$ cat src/rtl/thinkgear_pkg.sv
// Shared constants, state encoding and output field layout for the ThinkGear packet parser.
package thinkgear_pkg;

  localparam logic [7:0] SYNC              = 8'hAA;
  localparam logic [7:0] EXCODE            = 8'h55;
  localparam logic [7:0] CODE_SIGNAL       = 8'h02;
  localparam logic [7:0] CODE_ATTN         = 8'h04;
  localparam logic [7:0] CODE_MED          = 8'h05;
  localparam logic [7:0] CODE_BLINK        = 8'h16;
  localparam logic [7:0] MULTI_BYTE_THRESH = 8'h80;

  localparam int SIG_LSB  = 16;
  localparam int ATTN_LSB = 8;
  localparam int MED_LSB  = 0;

  localparam logic [23:0] OUT_RESET = 24'hC8_00_00;

  typedef enum logic [2:0] {
    ST_SYNC1 = 3'd0,
    ST_SYNC2 = 3'd1,
    ST_PLEN  = 3'd2,
    ST_CODE  = 3'd3,
    ST_VLEN  = 3'd4,
    ST_VALUE = 3'd5,
    ST_CHK   = 3'd6
  } tg_state_e;

  // The checksum byte is the ones' complement of the low byte of the payload sum.
  function automatic logic csum_ok(input logic [7:0] sum, input logic [7:0] chk);
    return (chk == ~sum);
  endfunction

endpackage

$ cat src/rtl/thinkgear_parser.sv
// ThinkGear byte-stream parser: validates framing and checksum, then commits
// poor-signal / attention / meditation / blink values from good packets only.
module thinkgear_parser
  import thinkgear_pkg::*;
#(
  parameter int TIMEOUT_CYCLES = 5_000_000,
  parameter int MAX_PLEN       = 169
) (
  input  logic        clk,
  input  logic        rst,
  input  logic [7:0]  rx_data,
  input  logic        rx_valid,
  output logic [23:0] out_data,
  output logic [7:0]  blink_strength,
  output logic        blink,
  output logic        pkt_ok,
  output logic        chk_err
);

  localparam logic [31:0] TO_LAST  = 32'(TIMEOUT_CYCLES - 1);
  localparam logic [7:0]  PLEN_MAX = 8'(MAX_PLEN);

  tg_state_e   r_state;
  logic [7:0]  r_sum;
  logic [7:0]  r_remain;
  logic [7:0]  r_vcnt;
  logic [7:0]  r_code;
  logic        r_malformed;
  logic [31:0] r_idle;

  logic [7:0]  r_sh_sig, r_sh_attn, r_sh_med, r_sh_blink;
  logic        r_has_sig, r_has_attn, r_has_med, r_has_blink;

  logic [23:0] r_out_data;
  logic [7:0]  r_blink_strength;
  logic        r_blink, r_pkt_ok, r_chk_err;

  logic [7:0]  w_sum_nxt;
  logic [7:0]  w_remain_nxt;
  logic        w_good;

  assign w_sum_nxt    = r_sum + rx_data;
  assign w_remain_nxt = r_remain - 8'd1;
  assign w_good       = csum_ok(r_sum, rx_data) && !r_malformed;

  assign out_data       = r_out_data;
  assign blink_strength = r_blink_strength;
  assign blink          = r_blink;
  assign pkt_ok         = r_pkt_ok;
  assign chk_err        = r_chk_err;

  // Packet FSM, shadow capture, commit and inter-byte timeout.
  always_ff @(posedge clk or negedge rst) begin
    if (!rst) begin
      r_state          <= ST_SYNC1;
      r_sum            <= 8'd0;
      r_remain         <= 8'd0;
      r_vcnt           <= 8'd0;
      r_code           <= 8'd0;
      r_malformed      <= 1'b0;
      r_idle           <= 32'd0;
      r_sh_sig         <= 8'd0;
      r_sh_attn        <= 8'd0;
      r_sh_med         <= 8'd0;
      r_sh_blink       <= 8'd0;
      r_has_sig        <= 1'b0;
      r_has_attn       <= 1'b0;
      r_has_med        <= 1'b0;
      r_has_blink      <= 1'b0;
      r_out_data       <= OUT_RESET;
      r_blink_strength <= 8'd0;
      r_blink          <= 1'b0;
      r_pkt_ok         <= 1'b0;
      r_chk_err        <= 1'b0;
    end else begin
      r_blink   <= 1'b0;
      r_pkt_ok  <= 1'b0;
      r_chk_err <= 1'b0;
      if (rx_valid) begin
        r_idle <= 32'd0;
        case (r_state)
          ST_SYNC1: begin
            if (rx_data == SYNC) r_state <= ST_SYNC2;
            else                 r_state <= ST_SYNC1;
          end
          ST_SYNC2: begin
            if (rx_data == SYNC) r_state <= ST_PLEN;
            else                 r_state <= ST_SYNC1;
          end
          ST_PLEN: begin
            if (rx_data == SYNC) begin
              r_state <= ST_PLEN;
            end else if (rx_data > PLEN_MAX) begin
              r_state <= ST_SYNC1;
            end else begin
              r_remain    <= rx_data;
              r_sum       <= 8'd0;
              r_malformed <= 1'b0;
              r_has_sig   <= 1'b0;
              r_has_attn  <= 1'b0;
              r_has_med   <= 1'b0;
              r_has_blink <= 1'b0;
              if (rx_data == 8'd0) r_state <= ST_CHK;
              else                 r_state <= ST_CODE;
            end
          end
          ST_CODE: begin
            r_sum    <= w_sum_nxt;
            r_remain <= w_remain_nxt;
            r_code   <= rx_data;
            if (rx_data == EXCODE) begin
              r_state <= (w_remain_nxt == 8'd0) ? ST_CHK : ST_CODE;
            end else if (w_remain_nxt == 8'd0) begin
              // A code with no room left for its value can never be complete.
              r_malformed <= 1'b1;
              r_state     <= ST_CHK;
            end else if (rx_data >= MULTI_BYTE_THRESH) begin
              r_state <= ST_VLEN;
            end else begin
              r_vcnt  <= 8'd1;
              r_state <= ST_VALUE;
            end
          end
          ST_VLEN: begin
            r_sum    <= w_sum_nxt;
            r_remain <= w_remain_nxt;
            if (w_remain_nxt == 8'd0) begin
              if (rx_data != 8'd0) r_malformed <= 1'b1;
              else                 r_malformed <= r_malformed;
              r_state <= ST_CHK;
            end else if (rx_data == 8'd0) begin
              r_state <= ST_CODE;
            end else begin
              if (rx_data > w_remain_nxt) r_malformed <= 1'b1;
              else                        r_malformed <= r_malformed;
              r_vcnt  <= rx_data;
              r_state <= ST_VALUE;
            end
          end
          ST_VALUE: begin
            r_sum    <= w_sum_nxt;
            r_remain <= w_remain_nxt;
            r_vcnt   <= r_vcnt - 8'd1;
            if (r_code < MULTI_BYTE_THRESH) begin
              case (r_code)
                CODE_SIGNAL: begin r_sh_sig   <= rx_data; r_has_sig   <= 1'b1; end
                CODE_ATTN:   begin r_sh_attn  <= rx_data; r_has_attn  <= 1'b1; end
                CODE_MED:    begin r_sh_med   <= rx_data; r_has_med   <= 1'b1; end
                CODE_BLINK:  begin r_sh_blink <= rx_data; r_has_blink <= 1'b1; end
                default:     r_has_sig <= r_has_sig;
              endcase
            end else begin
              r_has_sig <= r_has_sig;
            end
            if (w_remain_nxt == 8'd0) begin
              if (r_vcnt != 8'd1) r_malformed <= 1'b1;
              else                r_malformed <= r_malformed;
              r_state <= ST_CHK;
            end else if (r_vcnt == 8'd1) begin
              r_state <= ST_CODE;
            end else begin
              r_state <= ST_VALUE;
            end
          end
          ST_CHK: begin
            if (w_good) begin
              if (r_has_sig)   r_out_data[SIG_LSB +: 8]  <= r_sh_sig;
              else             r_out_data[SIG_LSB +: 8]  <= r_out_data[SIG_LSB +: 8];
              if (r_has_attn)  r_out_data[ATTN_LSB +: 8] <= r_sh_attn;
              else             r_out_data[ATTN_LSB +: 8] <= r_out_data[ATTN_LSB +: 8];
              if (r_has_med)   r_out_data[MED_LSB +: 8]  <= r_sh_med;
              else             r_out_data[MED_LSB +: 8]  <= r_out_data[MED_LSB +: 8];
              if (r_has_blink) r_blink_strength <= r_sh_blink;
              else             r_blink_strength <= r_blink_strength;
              r_blink  <= r_has_blink;
              r_pkt_ok <= 1'b1;
            end else begin
              r_chk_err <= 1'b1;
            end
            r_state <= ST_SYNC1;
          end
          default: r_state <= ST_SYNC1;
        endcase
      end else if (r_state != ST_SYNC1) begin
        if (r_idle == TO_LAST) begin
          r_state     <= ST_SYNC1;
          r_chk_err   <= 1'b1;
          r_idle      <= 32'd0;
          r_has_sig   <= 1'b0;
          r_has_attn  <= 1'b0;
          r_has_med   <= 1'b0;
          r_has_blink <= 1'b0;
        end else begin
          r_idle <= r_idle + 32'd1;
        end
      end else begin
        r_idle <= 32'd0;
      end
    end
  end

endmodule

$ cat config.mk
export PLATFORM = sky130hd
export DESIGN_NAME = thinkgear_parser
export DESIGN_NICKNAME = d
export VERILOG_FILES = /design/src/rtl/thinkgear_pkg.sv /design/src/rtl/thinkgear_parser.sv
export SDC_FILE = /design/constraint.sdc
export NUM_CORES = 1
export LEC_CHECK = 0
export CORE_MARGIN = 2
export CORE_UTILIZATION = 59
export DETAILED_ROUTE_END_ITERATION = 10
export GPL_TIMING_DRIVEN = 0
export PLACE_DENSITY = 0.76
export REMOVE_ABC_BUFFERS = 1
export SLEW_MARGIN = 20
export SYNTH_ARGS = -nofsm -noshare
export SYNTH_HDL_FRONTEND = slang
export SYNTH_SLANG_ARGS = --single-unit
$ cat constraint.sdc
create_clock -name clk -period 3.16 [get_ports clk]
set_input_delay 0.632 -clock clk [delete_from_list [all_inputs] [get_ports clk]]
set_output_delay 0.632 -clock clk [all_outputs]
set_load 0.05 [all_outputs]
; ---- Word level (Yosys, flattened, before mapping)
; Cells that the tools add are included.
[word_totals]
register_bits = 139
in_bits = 11
output_inout_bits = 35
elab_cells = 170
[op_classes]
n_addsub = 4
order_cmp = 4
eq_ne = 37
muxes = 72
bitwise = 1
reduce_logical = 30
[op_table]
columns = operator, n
row1 = 32-bit 2-to-1 mux, 3
row2 = 8-bit 2-to-1 mux, 9
row3 = 1-bit 2-to-1 mux, 37
row4 = 3-bit 2-to-1 mux, 12
row5 = 4-bit AND reduction, 9
row6 = 7-bit AND reduction, 5
row7 = "32-bit by 1-bit adder with 32-bit output, second input constant", 1
row8 = "32-bit by 23-bit == test with 1-bit output, second input constant", 1
row9 = 8-bit one-hot mux with 2 select lines, 2
row10 = 8-bit one-hot mux with 3 select lines, 1
row11 = "2-bit != test, second input constant", 10
row12 = "3-bit != test, second input constant", 6
row13 = 3-bit one-hot mux with 6 select lines, 1
row14 = "8-bit by 3-bit == test with 1-bit output, second input constant", 2
row15 = 8-bit logical NOT, 2
row16 = "8-bit by 1-bit subtractor with 8-bit output, second input constant", 2
row17 = "3-bit by 2-bit != test with 1-bit output, second input constant", 4
row18 = 11-bit AND reduction, 1
row19 = "3-bit == test, second input constant", 3
row20 = 8-bit adder, 1
row21 = "8-bit by 1-bit == test with 1-bit output, second input constant", 1
row22 = "8-bit by 2-bit == test with 1-bit output, second input constant", 1
row23 = "8-bit by 5-bit == test with 1-bit output, second input constant", 1
row24 = "8-bit by 7-bit == test with 1-bit output, second input constant", 1
row25 = other kinds (23), 32

; ---- Logic depth before layout (Yosys ltp)
; Gate-level depths: netlist (run 1).
[logic_depth]
word_depth = 6
ltp_mapped = 13
mapped_depth_nobuf = 12

; ---- Worst setup path before layout (run 1)
; No wires, ideal clock.
[synth_timing]
kind = register to register
from = register r_remain[0]
to = register r_malformed
setup_ns = 0.087
t_arrival_ns = 2.474
required_ns = 3.073
path_slack_ns = 0.599
stages_incl_launch_ff = 14
n_path_buf = 1
period_less_slack_ns = 2.561
cell_sequence = dfrtp_1 inv_1 ha_1 buf_2 or4b_4 nor2_1 xnor2_1 ha_1 and4_1 nand2_1 nand3_1 a31oi_1 o21ai_0 a22oi_1
[synth_between]
elab_chain_cells = 4
word_cells_on_any_way = 11
classes_between = 1 x add/sub / 1 x order compare / 5 x eq/ne / 2 x mux / 2 x reduce/logical
[synth_lines]
columns = element, line_no
row1 = start: declaration, thinkgear_parser.sv:25  ; logic [7:0] r_remain;
row2 = start signal: assignment, thinkgear_parser.sv:96  ; r_remain <= rx_data;
row3 = start signal: assignment, thinkgear_parser.sv:109  ; r_remain <= w_remain_nxt;
row4 = start signal: assignment, thinkgear_parser.sv:126  ; r_remain <= w_remain_nxt;
row5 = 8-bit by 1-bit subtractor with 8-bit output *, thinkgear_parser.sv:43  ; assign w_remain_nxt = r_remain - 8'd1;
row6 = 8-bit > comparator or 8-bit logical NOT (tied branches), -
row7 = 3-bit != test (no line) (tied with other cells), -
row8 = 11-bit AND reduction (no line) or 1-bit one-hot mux with 4 select lines (tied branches), -
row9 = end signal: assignment, thinkgear_parser.sv:129  ; else r_malformed <= r_malformed;
row10 = end signal: assignment, thinkgear_parser.sv:135  ; else r_malformed <= r_malformed;
row11 = end signal: assignment, thinkgear_parser.sv:157  ; else r_malformed <= r_malformed;
row12 = end: declaration, thinkgear_parser.sv:28  ; logic r_malformed;
; Every way passes the cells marked *; elsewhere a longest branch is shown, timed or not.
; A chain may end at the register's enable or synchronous reset.

; ---- Worst setup path in the final report (run 1)
[layout_timing]
from = input rx_data[0]
to = register r_blink_strength[7], in the netlist blink_strength[7]
[layout_between]
elab_chain_cells = 3
[layout_lines]
columns = element, line_no
row1 = start: declaration, thinkgear_parser.sv:11  ; input logic [7:0] rx_data,
row2 = 8-bit == test, thinkgear_pkg.sv:30  ; return (chk == ~sum);
row3 = 1-bit logical AND, thinkgear_parser.sv:44  ; assign w_good = csum_ok(r_sum, rx_data) && !r_malformed;
row4 = 4-bit AND reduction (no line), -
row5 = end signal: assignment, thinkgear_parser.sv:173  ; if (r_has_blink) r_blink_strength <= r_sh_blink;
row6 = end signal: assignment, thinkgear_parser.sv:174  ; else r_blink_strength <= r_blink_strength;
row7 = end: declaration, thinkgear_parser.sv:35  ; logic [7:0] r_blink_strength;
; No other way between the ends.

==> results.sh, run 1 <==
export IMPL_status="completed"
export IMPL_fin_cells=837
export IMPL_synth_top_family_by_area="simple AND/OR/NAND/NOR gates"
export IMPL_antenna_found_initial=0
export IMPL_avgSynthCellArea_um2=10.8
export IMPL_synthMuxAreaShare_pct=11.0
export IMPL_dp_hpwl_mm=10.2
export IMPL_gp_congestion=0.895
export IMPL_diodes=0
export IMPL_rsz0062_at_grt="false"
export IMPL_initial_utilization_pct=60.5
export IMPL_slew_violations=0
export IMPL_first_global_vias=4997
export IMPL_die_area_mm2=0.0126
export IMPL_cap_violations=0
export IMPL_syn_inst=643
export IMPL_cts_root_to_sink_buffers=2
export IMPL_core_area_mm2=0.0115
export IMPL_yosys_warnings=0
export IMPL_fillers=837
export IMPL_wl_mm=15.3
export IMPL_yosysMostFrequentCell="dfrtp_1"
export IMPL_viasPerCell=6.05
export IMPL_cts_root_buffer="clkbuf_16"
export IMPL_critPathCaptureType="register"
export IMPL_post_route_min_period_ns=2.99
export IMPL_ys_types=62
export IMPL_dr_pass1_iters=5
export IMPL_port_buffers=45
export IMPL_critPathBufInv=1
export IMPL_critPathMaxFanout=9
export IMPL_async_flop_share_pct=100
export IMPL_worstSkewPairLatency_ns=0.42
export IMPL_yosys_area_share_simple_pct=15.9
export IMPL_yosys_top_cells_count="136 x dfrtp_1, 70 x nor2_1, 67 x mux2_2"
export IMPL_dp_cells=805
export IMPL_critPathKind="primary input to register"
export IMPL_grt_pass1_wl_mm=25.6
export IMPL_r2r_slack_ns=0.22
export IMPL_ios=46
export IMPL_rr_startpoint="r_state[1]$_DFFE_PN0P_"
export IMPL_finClkSkew_ns=0.00759
export IMPL_synth_adder_area_share_pct=3.90
export IMPL_postCtsSetupBuffers=0
export IMPL_num_rows=39
export IMPL_grt_overflow=0
export IMPL_synthTopCellsByArea="dfrtp_1 49%, mux2_2 11%, nor2_1 3.8%"
export IMPL_clock_sinks=139
export IMPL_postRouteAntennaNets=0
export IMPL_hold_ws_ns=0.0818
export IMPL_path_clk_slew_ns=0.06
export IMPL_ff_latch_area_mm2=0.00348
export IMPL_setup_viol=0
export IMPL_numCtsBuffers=17
export IMPL_synth_top_cell_area_share_pct=49.1
export IMPL_period_share_pct=94.7
export IMPL_hp_class="primary input to async pin"
export IMPL_synth_seq_cells=139
export IMPL_clock_fmax_ghz=0.334
export IMPL_worst_setup_path_start_kind="primary input"
export IMPL_cts_hold_buf=0
export IMPL_synth_xor_area_share_pct=5.43
export IMPL_htreeDepth=4
export IMPL_hold_viol_final=0
export IMPL_ir_drop_uv=548
export IMPL_grt_util_all_layers_pct=25.8
export IMPL_synth_area_mm2=0.00693
export IMPL_drc_errors=0
export IMPL_power_leakage_nw=3.66
export IMPL_crit_start="rx_data[0]"
export IMPL_max_stage_delay_ns=0.63
export IMPL_cts_tree="built"
export IMPL_grt_max_degree=104
export IMPL_cp_data_required_time_ns=3.46
export IMPL_die_h_um=112
export IMPL_num_vias=5060
export IMPL_synth_edf_count=0
export IMPL_die_width_um=112
export IMPL_relSlewSlack_pct=27.8
export IMPL_wl_per_cell_um=18.3
export IMPL_path_delay_family="simple AND/OR/NAND/NOR gates"
export IMPL_cpMaxStageDelayCell="clkdlybuf4s50_1"
export IMPL_multi_input_area_mm2=0.00322
export IMPL_fin_nets=713
export IMPL_synthFlopType="dfrtp_1"
export IMPL_power_density_mw_per_mm2=685
export IMPL_synth_compound_area_share_pct=10.1
export IMPL_worstPathCellList="clkdlybuf4s50_1 -> ha_1 -> nand4_1 -> or4_1 -> nor2_2 -> nand2_1 -> mux2_2"
export IMPL_synth_seq_area_share_pct=50.2
export IMPL_tightest_slew_ns=1.07
export IMPL_arrival_ns=3.29
export IMPL_syn_to_final_growth_pct=16.3
export IMPL_drive_gt1_share_pct=17.4
export IMPL_yosysTopAreaCell="dfrtp_1"
export IMPL_drtIter0Drc=442
==> per-stage QoR <==
step	area, um^2	power, mW	setup TNS (ns)	utilization, %	setup slack, ns
4_1_cts	8060	5.55	0	70.3	0.0331
5_1_grt	8060	5.83	0	70.3	0.0447
3_3_place_gp	7420	3.42	-552.05	64.7	-3.81
2_1_floorplan	6790	3.12	0	-	0.603
6_report	8060	5.52	0	70.3	0.166
3_5_place_dp	7450	3.49	-30.61	65.0	-0.763
==> routing by layer <==
metal  GRT usage, %  up-vias  wire length, um  share of wire (%)
met5              0        -                0                  0
met4           8.37        0              190                1.2
met3           6.16       17              713                4.6
met2           41.9      116             7640                 50
met1           34.5     2550             6800                 44
li1               -     2377                -                  -
==> final timing paths <==
check / endpoint / cells after the start
worst max-delay path: blink_strength[7]$_DFFE_PN0P_ / 7
worst min-delay path: r_idle[17]$_DFF_PN0_ / 1
worst max register to register: r_sh_attn[5]$_DFFE_PN0P_ / 5
worst min register to register: r_has_sig$_DFFE_PN0P_ / 1
max in group asynchronous: out_data[22]$_DFFE_PN1P_ / 2
min in group clk: r_has_sig$_DFFE_PN0P_ / 1
==> flip-flops by register name, summed over array words and instances (netlist names), 3 cells and up <==
register        flops
r_sh_attn           8
r_remain            8
r_idle             32
out_data           24
r_vcnt              8
blink_strength      8
r_code              8
r_sh_blink          8
r_sh_med            8
r_sum               8
r_sh_sig            8
r_state             3
==> where the power goes <==
group          total, mW  internal (mW)  switching [mW]
Sequential          2.21           1.97           0.239
Combinational       1.27          0.507           0.762
Clock               2.04           1.28           0.758
Total               5.52           3.77            1.76
==> placed cells by master, fill, tap and decap left out, types with 17 or more instances in the layout <==
| cell | synthesis | layout |
|---|---|---|
| clkdlybuf4s50_1 | 0 | 38 |
| xnor2_1 | 23 | 23 |
| clkbuf_16 | 0 | 17 |
| nand2_1 | 48 | 48 |
| dfrtp_1 | 136 | 136 |
| a21oi_1 | 22 | 22 |
| nor2_1 | 70 | 68 |
| o21ai_0 | 27 | 27 |
| mux2_2 | 67 | 67 |
| nand3_1 | 23 | 23 |
| inv_1 | 25 | 25 |
| xor2_1 | 20 | 20 |
| ha_1 | 20 | 20 |
==> timing repair <==
action | CTS | global route
setup endpoints to repair | 37 | 32
pin swaps | 0 | 0
hold endpoints to repair | 0 | 0
gates resized for setup | 7 | 3
==> layout make-up <==
class / instances / share of cell area [%]
Clock buffer: 19 / 5.62
Clock inverter: 13 / 2.00
Inverter: 25 / 1.16
Multi-Input combinational cell: 452 / 40.0
Sequential cell: 139 / 43.2
Tap cell: 143 / 2.22
Timing Repair Buffer: 46 / 5.85
==> cell families (layout without fill, tap and decap cells) <==
| logic type | Yosys count | count (layout) |
|---|---|---|
| buf+inv | 52 | 103 |
| xor+xnor | 43 | 43 |
| flops | 139 | 139 |
| compound gates | 104 | 104 |
| fa+ha+maj | 21 | 21 |
| mux | 68 | 68 |
| simple gates | 216 | 216 |
No activity file was read; power rests on OpenSTA's default activity.
==> inputs of run 2 (changes only) <==
CELL_PAD_IN_SITES_DETAIL_PLACEMENT = 1   (was default)
CELL_PAD_IN_SITES_GLOBAL_PLACEMENT = 2   (was default)
CORE_UTILIZATION = 39   (was 59)
PLACE_DENSITY = 0.75   (was 0.76)
==> run 2 against run 1 <==
- cell count is 9.8% higher
- final area increased by 1.6%
- via count down 0.16%
- global-route usage shrank 5.4 points
- first-iteration DRC count decreased by 63%
- worst hold slack better by 0.052 ns
- largest power group unchanged
==> results.sh, run 2 (synthesis results as in run 1) <==
export IMPL_dp_cells=887
export IMPL_diodes=0
export IMPL_stdcell_area_mm2=0.00819
export IMPL_path_clk_slew_ns=0.06
export IMPL_status="completed"
export IMPL_die_width_um=137
export IMPL_cts_root_buffer="clkbuf_16"
export IMPL_relSlewSlack_pct=24.9
export IMPL_grt_util_all_layers_pct=20.3
export IMPL_power_density_mw_per_mm2=696
export IMPL_worstSkewPairLatency_ns=0.43
export IMPL_critPathMaxFanout=13
export IMPL_largest_reg_flops=32
export IMPL_clock_sinks=139
export IMPL_post_route_min_period_ns=2.96
export IMPL_finalPower_mw=5.70
export IMPL_cts_tree="built"
export IMPL_dp_slack_ns=-1.13
export IMPL_combPwrFrac_pct=23.0
export IMPL_p_seq_share_pct=38.8
export IMPL_grt_pass1_wl_mm=29.3
export IMPL_die_area_mm2=0.0189
export IMPL_finClkSkew_ns=0.0111
export IMPL_port_buffers=45
export IMPL_syn_to_final_growth_pct=18.2
export IMPL_placed_area_mm2=0.00755
export IMPL_numCtsBuffers=17
export IMPL_dr_pass1_iters=4
export IMPL_core_area_mm2=0.0174
export IMPL_grt_overflow=0
export IMPL_ios=46
export IMPL_gp_congestion=0.801
export IMPL_hold_viol_final=0
export IMPL_fin_setup_tns_ns=0
export IMPL_wl_per_cell_um=19.0
export IMPL_grt_max_degree=73
export IMPL_viasPerCell=5.50
export IMPL_num_vias=5052
export IMPL_critPathKind="primary input to register"
export IMPL_wl_mm=17.4
export IMPL_worst_setup_path_start_kind="primary input"
export IMPL_num_rows=48
export IMPL_cts_hold_buf=0
export IMPL_critPathCaptureType="register"
export IMPL_cts_root_to_sink_buffers=2
export IMPL_internal_power_mw=3.86
export IMPL_mostFrequentLayoutCell="dfrtp_1"
export IMPL_rsz0062_at_grt="true"
export IMPL_cp_data_required_time_ns=3.48
export IMPL_cap_violations=0
export IMPL_antenna_found_initial=0
export IMPL_drtIter0Drc=163
export IMPL_initial_utilization_pct=40.0
export IMPL_reg2regPathDepth=12
export IMPL_dp_hpwl_mm=11.8
export IMPL_fin_nets=713
export IMPL_power_leakage_nw=3.68
export IMPL_hp_class="primary input to async pin"
export IMPL_top_register="r_idle"
export IMPL_switchingPower_mw=1.85
export IMPL_arrival_ns=3.28
export IMPL_final_cell_mix="136 x dfrtp_1, 68 x nor2_1, 67 x mux2_2"
export IMPL_switching_share_pct=32.4
export IMPL_setup_slack_ns=0.201
export IMPL_setup_viol=0
export IMPL_postRouteAntennaNets=0
export IMPL_die_h_um=137
export IMPL_first_global_vias=5502
export IMPL_fillers=1856
export IMPL_drc_errors=0
export IMPL_drive_gt1_share_pct=18.4
export IMPL_clock_power_share_pct=38.2
export IMPL_fin_cells=919
export IMPL_ir_drop_uv=409
export IMPL_period_share_pct=93.7
export IMPL_slew_violations=0
export IMPL_clock_fmax_ghz=0.338
export IMPL_htreeDepth=4
export IMPL_tightest_slew_ns=1.12
[run 2: power groups by stage]
stage	Sequential (mW)	Combinational (mW)	Clock, mW
floorplan	2.17	0.947	0
global placement	2.22	1.26	0
detailed placement	2.24	1.32	0
CTS	2.21	1.32	2.22
global route	2.25	1.50	2.31
finish	2.21	1.31	2.18
[run 2: path summary, 6_finish.rpt]
check	start	endpoint	slack [ns]
setup / recovery	rx_data[5]	out_data[14]$_DFFE_PN0P_	0.20
hold / removal	rst	r_idle[15]$_DFF_PN0_	0.13
setup reg to reg	r_remain[0]$_DFFE_PN0P_	r_malformed$_DFFE_PN0P_	0.30
hold reg to reg	r_has_med$_DFFE_PN0P_	r_has_med$_DFFE_PN0P_	0.47
max in group asynchronous	rst	out_data[19]$_DFFE_PN1P_	2.24
min in group clk	r_has_med$_DFFE_PN0P_	r_has_med$_DFFE_PN0P_	0.47
[run 2: stage by stage]
| step | hold WS, ns | util (%) |
|---|---|---|
| 2_1_floorplan | 0.336 | - |
| 3_3_place_gp | 0.451 | 43.3 |
| 3_5_place_dp | 0.460 | 43.5 |
| 4_1_cts | 0.158 | 47.3 |
| 5_1_grt | 0.172 | 47.2 |
| 6_report | 0.134 | 47.2 |
[run 2: layout make-up]
cell class	instances	area, um^2	area share, %
clock buffer	20	457	5.57
clock inverter	12	188	2.29
sequential	139	3480	42.5
tap	225	282	3.44
inverter	25	93.8	1.15
timing repair buffer	46	462	5.63
multi-input combinational	452	3230	39.4
[run 2: critical path, cell delays in order]
cell             delay (ns)
clkdlybuf4s15_2        0.40
ha_1                   0.52
nand4_1                0.15
or4_1                  0.54
nor2_2                 0.35
nand2_1                0.32
mux2_2                 0.35
[run 2: metal layers]
| layer | part of all wire [%] | wire (um) | vias to the layer above | track usage, % |
|---|---|---|---|---|
| met2 | 48 | 8390 | 94 | 33.2 |
| met4 | 1.7 | 296 | 0 | 7.62 |
| met1 | 47 | 8170 | 2565 | 26.7 |
| met3 | 3.3 | 569 | 24 | 4.19 |
| li1 | - | - | 2369 | - |
| met5 | 0 | 0 | - | 0 |
[run 2: what timing repair did]
item | 4_1_cts | 5_1_grt
setup endpoints to repair | 42 | 33
setup buffers | 0 | 0
resized for setup | 13 | 10
